`src/rtl/axis_pkt_scheduler.sv`:
```
// Round-robin packet scheduler: grants one AXI-Stream FIFO write port to N_SRC sources per packet.
// Optional per-source packet counters are compiled in with `define AXIS_PKT_SCHED_STATS_EN.
module axis_pkt_scheduler #(
    parameter int N_SRC        = 2,
    parameter int DW           = 64,
    parameter int PKT_SIZE_RST = 256
) (
    input  logic                  sys_clk_i,
    input  logic                  sys_rstn_i,
    input  logic [31:0]           sys_addr_i,
    input  logic [31:0]           sys_wdata_i,
    input  logic [3:0]            sys_sel_i,
    input  logic                  sys_wen_i,
    input  logic                  sys_ren_i,
    output logic [31:0]           sys_rdata_o,
    output logic                  sys_err_o,
    output logic                  sys_ack_o,
    input  logic [N_SRC*DW-1:0]   src_tdata_i,
    input  logic [N_SRC-1:0]      src_tvalid_i,
    output logic [N_SRC-1:0]      src_tready_o,
    output logic [DW-1:0]         m_axis_tdata_o,
    output logic                  m_axis_tvalid_o,
    input  logic                  m_axis_tready_i,
    output logic                  m_axis_tlast_o,
    output logic [DW/8-1:0]       m_axis_tkeep_o
);

    localparam int GW = (N_SRC > 1) ? $clog2(N_SRC) : 1;

    typedef enum logic {
        IDLE,
        XFER
    } state_t;

    state_t            state;
    logic [GW-1:0]     grant;
    logic [GW-1:0]     last_grant;
    logic [GW-1:0]     next_grant;
    logic [GW-1:0]     cand;
    logic [31:0]       word_cnt;
    logic [31:0]       pkt_len;
    logic [31:0]       pkt_size;
    logic              ctrl_en;
    logic [N_SRC-1:0]  src_mask;
    logic [N_SRC-1:0]  req;
    logic [19:0]       addr;
    logic [31:0]       rd_val;
    logic              busy;
    logic              is_last;
    logic              hs;
    logic [DW-1:0]     src_data [N_SRC];
    logic              unused_ok;
    int                idx;

    assign unused_ok = ^{sys_sel_i, sys_addr_i[31:20]};

    assign addr = sys_addr_i[19:0];
    assign req  = src_tvalid_i & src_mask & {N_SRC{ctrl_en}};

    for (genvar g = 0; g < N_SRC; g++) begin : g_src
        assign src_data[g] = src_tdata_i[g*DW +: DW];
    end

    // Search downward so the candidate closest after last_grant is assigned last and wins.
    always_comb begin
        next_grant = last_grant;
        idx        = 0;
        cand       = '0;
        for (int i = N_SRC; i >= 1; i--) begin
            idx = int'(last_grant) + i;
            if (idx >= N_SRC) begin
                idx = idx - N_SRC;
            end
            cand = GW'(idx);
            if (req[cand]) begin
                next_grant = cand;
            end
        end
    end

    assign busy            = (state == XFER);
    assign is_last         = (word_cnt == pkt_len - 32'd1);
    assign m_axis_tvalid_o = busy & src_tvalid_i[grant];
    assign m_axis_tdata_o  = busy ? src_data[grant] : '0;
    assign m_axis_tlast_o  = m_axis_tvalid_o & is_last;
    assign m_axis_tkeep_o  = '1;
    assign hs              = m_axis_tvalid_o & m_axis_tready_i;
    assign sys_err_o       = 1'b0;

    always_comb begin
        src_tready_o = '0;
        if (busy) begin
            src_tready_o[grant] = m_axis_tready_i;
        end
    end

    always_ff @(posedge sys_clk_i) begin
        if (!sys_rstn_i) begin
            state      <= IDLE;
            grant      <= '0;
            last_grant <= GW'(N_SRC - 1);
            word_cnt   <= '0;
            pkt_len    <= 32'(PKT_SIZE_RST);
        end else begin
            case (state)
                IDLE: begin
                    if (|req) begin
                        grant    <= next_grant;
                        pkt_len  <= pkt_size;
                        word_cnt <= '0;
                        state    <= XFER;
                    end
                end
                XFER: begin
                    if (hs) begin
                        word_cnt <= word_cnt + 32'd1;
                        if (is_last) begin
                            last_grant <= grant;
                            state      <= IDLE;
                        end
                    end
                end
                default: state <= IDLE;
            endcase
        end
    end

`ifdef AXIS_PKT_SCHED_STATS_EN
    logic [31:0] pkt_cnt [N_SRC];

    // A clear write takes priority over a packet completing in the same cycle.
    always_ff @(posedge sys_clk_i) begin
        if (!sys_rstn_i) begin
            for (int i = 0; i < N_SRC; i++) begin
                pkt_cnt[i] <= '0;
            end
        end else if (sys_wen_i && addr == 20'h40) begin
            for (int i = 0; i < N_SRC; i++) begin
                pkt_cnt[i] <= '0;
            end
        end else if (hs && is_last) begin
            pkt_cnt[grant] <= pkt_cnt[grant] + 32'd1;
        end
    end
`endif

    always_comb begin
        rd_val = 32'hFFFF_FFFF;
        case (addr)
            20'h00:  rd_val = {31'b0, ctrl_en};
            20'h04:  rd_val = 32'(src_mask);
            20'h08:  rd_val = pkt_size;
            20'h0C:  rd_val = {word_cnt[15:0], 12'b0, 3'(grant), busy};
            default: rd_val = 32'hFFFF_FFFF;
        endcase
`ifdef AXIS_PKT_SCHED_STATS_EN
        for (int i = 0; i < N_SRC; i++) begin
            if (addr == 20'(16 + 4 * i)) begin
                rd_val = pkt_cnt[i];
            end
        end
`endif
    end

    // Packet lengths below 2 are promoted to 2 so tlast never lands on the first word.
    always_ff @(posedge sys_clk_i) begin
        if (!sys_rstn_i) begin
            sys_ack_o   <= 1'b0;
            sys_rdata_o <= '0;
            ctrl_en     <= 1'b0;
            src_mask    <= '1;
            pkt_size    <= 32'(PKT_SIZE_RST);
        end else begin
            sys_ack_o <= sys_wen_i | sys_ren_i;
            if (sys_ren_i) begin
                sys_rdata_o <= rd_val;
            end
            if (sys_wen_i) begin
                case (addr)
                    20'h00:  ctrl_en  <= sys_wdata_i[0];
                    20'h04:  src_mask <= sys_wdata_i[N_SRC-1:0];
                    20'h08:  pkt_size <= (sys_wdata_i < 32'd2) ? 32'd2 : sys_wdata_i;
                    default: ;
                endcase
            end
        end
    end

endmodule
```
`config.mk`:
```
export PLATFORM = sky130hd
export DESIGN_NAME = axis_pkt_scheduler
export DESIGN_NICKNAME = d
export VERILOG_FILES = /design/src/rtl/axis_pkt_scheduler.sv
export SDC_FILE = /design/constraint.sdc
export NUM_CORES = 1
export LEC_CHECK = 0
export BUFFER_PORTS_ARGS = -buffer_cell sky130_fd_sc_hd__buf_2
export CORE_MARGIN = 5
export CORE_UTILIZATION = 53
export CTS_BUF_LIST = sky130_fd_sc_hd__clkbuf_4 sky130_fd_sc_hd__clkbuf_8 sky130_fd_sc_hd__clkbuf_16
export DETAILED_ROUTE_END_ITERATION = 6
export GPL_TIMING_DRIVEN = 0
export PLACE_DENSITY = 0.86
export SYNTH_ARGS = -nofsm -noshare
export SYNTH_HDL_FRONTEND = slang
export SYNTH_SLANG_ARGS = --single-unit
```
`constraint.sdc`:
```
create_clock -name sys_clk_i -period 6.42 [get_ports sys_clk_i]
set_clock_uncertainty 0.15 [all_clocks]
set_input_delay 1.284 -clock sys_clk_i [delete_from_list [all_inputs] [get_ports sys_clk_i]]
set_output_delay 1.284 -clock sys_clk_i [all_outputs]
set_load 0.01 [all_outputs]
```
* Word level (Yosys, flattened, before mapping)
Index checks and enable logic that the tools add are counted.
** Operators by class
- Reduce and logical (&&, ||, !) cells :: 9
- Equality and inequality tests :: 6
- Bitwise operators :: 9
- Magnitude comparators :: 8
- Multiplexer cells :: 26
- $add $sub $neg :: 6
** Operator list (number)
- 64-bit two-way mux :: 4
- 32-bit one-hot mux with 4 select lines :: 1
- 32-bit two-way mux :: 3
- 32-bit one-hot mux with 2 select lines :: 1
- 20-bit by 4-bit equality test with 1-bit output (second input constant) :: 2
- 32-bit by 1-bit adder with 32-bit output (second input constant) :: 1
- 32-bit equality test :: 1
- 32-bit by 2-bit < comparator with 1-bit output (second input constant) :: 1
- 32-bit by 1-bit subtractor with 32-bit output (second input constant) :: 1
- 20-bit by 3-bit equality test with 1-bit output (second input constant) :: 1
- 20-bit zero test :: 1
- 1-bit two-way mux :: 14
- 2-bit AND reduction :: 5
- 2-bit bitwise AND :: 3
- 1-bit by 2-bit < comparator with 1-bit output (second input constant) :: 3
- 2-bit greater-or-equal comparator (second input constant) :: 2
- 1-bit by 2-bit adder with 3-bit output (second input constant) :: 1
- 1-bit bitwise AND :: 3
- 3-bit by 2-bit greater-or-equal comparator with 1-bit output (second input constant) :: 1
- 3-bit AND reduction :: 1
- 1-bit by 1-bit adder with 2-bit output (second input constant) :: 1
- 2-bit two-way mux :: 1
- 2-bit by 1-bit != test with 1-bit output (second input constant) :: 1
- 2-bit != test (second input constant) :: 1
- other kinds (9) :: 10
** Storage, ports and cells
- Bits of input ports :: 203
- Output and inout port bits :: 110
- Word-level logic and storage cells :: 74
- Bits in registers :: 135

* Logic depth before layout (Yosys ltp)
- Word-level depth :: 7
- Mapped depth :: 10

* Least setup slack after synthesis
No wires, ideal clock.
- Kind :: reg-to-output
- From :: register pkt_len[0]
- To :: output port m_axis_tlast_o
- Arrival :: 2.781 ns
- Data required time :: 4.986 ns
- Buffers on the path :: 0
- Path slack :: 2.205 ns
- Cell stages (with the launch flop) :: 10
- Cell sequence :: dfxtp_1 -> inv_1 -> ha_1 -> or3b_1 -> or4_4 -> a2111oi_4 -> nand4_1 -> nor3_1 -> o2111ai_1 -> nor4b_1
** Between the ends
- Word-level cells in the longest chain between the ends :: 3
** Ends and longest elaborated chain
- start: declaration :: RTL line 41 : logic [31:0] pkt_len;
- start signal: assignment :: RTL line 103 : pkt_len <= 32'(PKT_SIZE_RST);
- start signal: assignment :: RTL line 109 : pkt_len <= pkt_size;
- 32-bit by 1-bit subtractor with 32-bit output :: RTL line 82 : assign is_last = (word_cnt == pkt_len - 32'd1);
- 32-bit equality test :: RTL line 82
- 1-bit bitwise AND :: RTL line 85 : assign m_axis_tlast_o = m_axis_tvalid_o & is_last;
- end: declaration :: RTL line 24 : output logic m_axis_tlast_o,
Every way passes these cells.

* Final worst setup path
Ends and elaborated chain as after synthesis.

==> flow_results.xml <==
<?xml version="1.0" encoding="UTF-8"?>
<metrics>
  <group name="timing">
    <metric name="finalCriticalPeriod" unit="ns">5.00</metric>
    <metric name="slew-limit-headroom" unit="">0.369</metric>
    <metric name="max_fclk" unit="MHz">200</metric>
    <metric name="setup_ws" unit="ns">1.42</metric>
    <metric name="finalSetupViolations" unit="">0</metric>
    <metric name="pin_slew_with_the_least_headroom_to_its_limit" unit="ns">0.937</metric>
    <metric name="hold-worst-slack" unit="ns">0.334</metric>
    <metric name="rsz_0062_raised_after_global_routing" unit="">false</metric>
    <metric name="final.period_utilization" unit="">0.778</metric>
    <metric name="report.final.slew_viol_count" unit="">0</metric>
    <metric name="hold_violations" unit="">0</metric>
    <metric name="setup_tns" unit="ns">0</metric>
  </group>
  <group name="floorplan">
    <metric name="dieWidth" unit="um">131</metric>
    <metric name="placeable_area" unit="sq um">14500</metric>
    <metric name="std_cell_rows" unit="">44</metric>
    <metric name="initial_utilization" unit="">0.539</metric>
    <metric name="fp.dieArea" unit="sq um">17200</metric>
    <metric name="dieHeight" unit="um">131</metric>
    <metric name="design.portCount" unit="">313</metric>
  </group>
  <group name="global_route">
    <metric name="largest_net_degree_at_the_start_of_global_routing" unit="">17</metric>
    <metric name="vias_in_the_first_global_route" unit="">8189</metric>
    <metric name="grt_usage" unit="">0.309</metric>
    <metric name="grt_pass1_wl" unit="um">43800</metric>
    <metric name="antenna_found_initial" unit="">1</metric>
    <metric name="grt-ovfl-total" unit="">0</metric>
  </group>
  <group name="setup_path">
    <metric name="critPathCaptureType" unit="">output pin</metric>
    <metric name="critical_path_arrival" unit="ns">3.56</metric>
    <metric name="crit_chain" unit="">inv_1 -&gt; ha_1 -&gt; or3b_1 -&gt; or4_4 -&gt; a2111oi_4 -&gt; nand4_1 -&gt; nor3_1 -&gt; o2111ai_1 -&gt; nor4b_1 -&gt; buf_2</metric>
    <metric name="setup.worst_path.start_class" unit="">register</metric>
    <metric name="r2r_start" unit="">pkt_len[0]$_SDFFE_PN0P_</metric>
    <metric name="critPathRequiredTime" unit="ns">4.99</metric>
    <metric name="timing_worst_setup_path_type" unit="">reg2out</metric>
    <metric name="reg2reg_slack" unit="ns">2.87</metric>
    <metric name="critical-path-slowest-cell" unit="">sky130_fd_sc_hd__or4_4</metric>
    <metric name="critical_path.max_fanout" unit="">6</metric>
    <metric name="worst_reg_to_reg_cells" unit="">10</metric>
    <metric name="critical_path.startpoint" unit="">pkt_len[0]$_SDFFE_PN0P_</metric>
    <metric name="critical-path-max-stage-delay" unit="ns">0.52</metric>
    <metric name="reg2reg_to" unit="">last_grant$_SDFFE_PN1P_</metric>
  </group>
  <group name="drt">
    <metric name="drt-wirelength-per-cell" unit="um">18.7</metric>
    <metric name="remaining_design_rule_violation_count" unit="">0</metric>
    <metric name="met1_wire_length" unit="um">11300</metric>
    <metric name="drt_iter0_markers" unit="">622</metric>
    <metric name="drt_wl_total" unit="um">27900</metric>
    <metric name="dr_wl_met2" unit="um">12900</metric>
    <metric name="drtPass1Iterations" unit="">5</metric>
    <metric name="routed.top_layer" unit="">met5</metric>
    <metric name="wl_met3" unit="um">2660</metric>
    <metric name="routed_via_density" unit="">5.66</metric>
    <metric name="routed-via-count" unit="">8449</metric>
    <metric name="ant_nets" unit="">0</metric>
  </group>
  <group name="clock_network">
    <metric name="clk_pin_slew" unit="ns">0.06</metric>
    <metric name="clkLatencyLatePin" unit="ns">0.42</metric>
    <metric name="cts_root_buf" unit="">sky130_fd_sc_hd__clkbuf_16</metric>
    <metric name="post_cts.resized_instances" unit="">0</metric>
    <metric name="hold_buf_cts" unit="">0</metric>
    <metric name="tritoncts" unit="">yes</metric>
    <metric name="clock_path_buffers" unit="">2</metric>
    <metric name="cts.repair_timing.setup_buffer_count" unit="">0</metric>
    <metric name="tritoncts.num_buffers" unit="">17</metric>
    <metric name="numClockSinks" unit="">135</metric>
    <metric name="htree_levels" unit="">4</metric>
  </group>
  <group name="synthesis">
    <metric name="synth.top_cell.area_share" unit="">0.347</metric>
    <metric name="synth_edf_count" unit="">0</metric>
    <metric name="post_synth_num_cell_types" unit="">56</metric>
    <metric name="yosys_most_used_dff" unit="">sky130_fd_sc_hd__dfxtp_1</metric>
    <metric name="netlist_top_cells_area" unit="">sky130_fd_sc_hd__dfxtp_1, sky130_fd_sc_hd__mux2i_1, sky130_fd_sc_hd__nand2_1, sky130_fd_sc_hd__nor2b_1, sky130_fd_sc_hd__xnor2_1</metric>
    <metric name="post-synth-top-area-cell" unit="">sky130_fd_sc_hd__dfxtp_1</metric>
    <metric name="post_synth.cell_area_avg" unit="sq um">7.92</metric>
    <metric name="synth-warning-count" unit="">0</metric>
    <metric name="synthArstFlopShare" unit="">0</metric>
    <metric name="synth.yosys.seq_area_share" unit="">0.347</metric>
    <metric name="syn-instance-count" unit="">984</metric>
    <metric name="seq_cells_post_synth" unit="">135</metric>
    <metric name="synth.cell_area" unit="sq um">7800</metric>
  </group>
  <group name="place">
    <metric name="finalWeightedCongestion" unit="">0.962</metric>
    <metric name="placement.setup.worst_slack" unit="ns">1.87</metric>
    <metric name="dp.final_hpwl" unit="um">22100</metric>
    <metric name="port_bufs" unit="">285</metric>
    <metric name="dpl_cell_area" unit="sq um">9480</metric>
  </group>
  <group name="hold_path">
    <metric name="hold-path-cell-count" unit="">2</metric>
    <metric name="hold_end" unit="">pkt_size[0]$_SDFFE_PN0P_</metric>
    <metric name="hold_start" unit="">pkt_size[0]$_SDFFE_PN0P_</metric>
    <metric name="worst_hold_path_type" unit="">reg2reg</metric>
  </group>
  <group name="cells_and_area">
    <metric name="final_layout_size_suffix_gt1_frac" unit="">0.255</metric>
    <metric name="n_fill_cell" unit="">1199</metric>
    <metric name="storage_cell_area" unit="sq um">2700</metric>
    <metric name="syn_to_final_growth" unit="%">29.4</metric>
    <metric name="design_area" unit="sq um">10100</metric>
    <metric name="final_nets" unit="">1500</metric>
    <metric name="insertedDiodeCount" unit="">0</metric>
    <metric name="area_occupied_by_multi_input_gates" unit="sq um">4740</metric>
  </group>
  <group name="power_and_ir_drop">
    <metric name="total_power" unit="mW">2.02</metric>
    <metric name="vdd_ir_drop_max" unit="mV">0.223</metric>
    <metric name="leakage" unit="nW">4.18</metric>
    <metric name="cell_area_power_density" unit="nW/um^2">200</metric>
  </group>
  <group name="flow_run">
    <metric name="max_cap_violations" unit="">0</metric>
  </group>
  <group name="run_status">
    <metric name="result_of_the_run" unit="">finished, final reports clean</metric>
  </group>
</metrics>
[critical path: cells and delay by family (launching register included)]
kind	cells	cell delay (ns)
buffers and inverters	2	0.29
adders and majority gates	1	0.23
AOI/OAI and AO/OA	2	0.57
and+or+nand+nor	5	1.69
DFF	1	0.37
[placed cells by master (no fill, tap or decap), types with 8 or more instances in the layout]
| cell type | synthesis | layout |
|---|---|---|
| sky130_fd_sc_hd__nor4_1 | 25 | 25 |
| sky130_fd_sc_hd__conb_1 | 2 | 9 |
| sky130_fd_sc_hd__nand3_1 | 16 | 16 |
| sky130_fd_sc_hd__nor2b_1 | 70 | 70 |
| sky130_fd_sc_hd__nor3_1 | 15 | 15 |
| sky130_fd_sc_hd__inv_1 | 13 | 13 |
| sky130_fd_sc_hd__xnor2_1 | 38 | 38 |
| sky130_fd_sc_hd__buf_2 | 1 | 286 |
| sky130_fd_sc_hd__o21ai_0 | 39 | 39 |
| sky130_fd_sc_hd__dfxtp_1 | 135 | 135 |
| sky130_fd_sc_hd__nand4_1 | 15 | 15 |
| sky130_fd_sc_hd__a221oi_1 | 17 | 17 |
| sky130_fd_sc_hd__buf_4 | 9 | 9 |
| sky130_fd_sc_hd__nor2_1 | 73 | 73 |
| sky130_fd_sc_hd__and2_1 | 8 | 8 |
| sky130_fd_sc_hd__clkbuf_1 | 62 | 62 |
| sky130_fd_sc_hd__a21oi_1 | 36 | 36 |
| sky130_fd_sc_hd__a21boi_1 | 30 | 30 |
| sky130_fd_sc_hd__a21boi_0 | 32 | 32 |
| sky130_fd_sc_hd__or4_1 | 9 | 9 |
| sky130_fd_sc_hd__nand2_1 | 158 | 158 |
| sky130_fd_sc_hd__clkbuf_16 | 0 | 17 |
| sky130_fd_sc_hd__mux2i_1 | 72 | 72 |
| sky130_fd_sc_hd__xor2_1 | 28 | 28 |
[synthesized netlist by cell type, drive strengths merged, types with 3 or more instances]
master  instances
a21boi         62
a21oi          36
a221oi         17
a31oi           6
and2            8
and3            6
buf            17
clkbuf         62
dfxtp         135
inv            13
mux2i          72
nand2         158
nand2b          6
nand3          16
nand3b          3
nand4          15
nor2           73
nor2b          70
nor3           16
nor3b           5
nor4           25
o211ai          6
o21ai          39
o31ai           3
or3             7
or4            11
xnor2          38
xor2           28
[report_power, final]
group | switching [mW] | internal [mW] | leakage (nW) | total, mW
combinational | 0.0769 | 0.0758 | 2.79 | 0.153
clock | 0.405 | 0.599 | 0.294 | 1.00
sequential | 0.00902 | 0.853 | 1.10 | 0.862
total | 0.491 | 1.53 | 4.18 | 2.02
[state kept, by name, indices dropped and copies added (netlist names)]
name and cells:
grant 1, last_grant 1, pkt_size 32, ctrl_en 1, busy 1, src_mask 2, sys_rdata_o 32, pkt_len 32
sys_ack_o 1, word_cnt 32
[per-stage QoR]
stage	utilization	cells
2_1_floorplan	-	991
3_3_place_gp	0.655	1460
3_5_place_dp	0.655	1460
4_1_cts	0.697	1492
5_1_grt	0.697	1492
6_report	0.697	1492
[worst max-delay path by stage]
| stage | end | slack [ns] | depth (start not counted) |
|---|---|---|---|
| final | m_axis_tlast_o | 1.42 | 10 |
| after global routing | m_axis_tlast_o | 1.20 | 10 |
| after CTS | m_axis_tlast_o | 1.45 | 10 |
| after detailed placement | m_axis_tlast_o | 1.87 | 9 |
| after global placement | m_axis_tlast_o | 1.86 | 9 |
| after floorplan | m_axis_tlast_o | 2.20 | 9 |
[kinds of logic after synthesis]
logic type | count (synthesis) | share of synthesized area
AOI/OAI and AO/OA | 188 | 0.164
DFF | 135 | 0.347
other | 2 | 0.000963
muxes | 73 | 0.0939
xor gates and xnor gates | 66 | 0.0741
and+or+nand+nor | 426 | 0.269
buffers and inverters | 92 | 0.0488
adders and majority gates | 2 | 0.00321
[final cells by class]
type / count / area share
clock inverters: 13 / 0.0160
flip-flops and latches: 135 / 0.268
inverters: 13 / 0.00484
well taps: 184 / 0.0228
repair buffers: 285 / 0.141
multi-input cells: 764 / 0.470
clock buffers: 19 / 0.0443
plain buffers: 79 / 0.0329
[layer usage]
layer / track usage / vias to the layer above
met3: 0.0742 / 87
met2: 0.505 / 489
met1: 0.396 / 3850
met4: 0.117 / 2
met5: 0 / -
li1: - / 4021
Power figures use the tool's default switching activity.
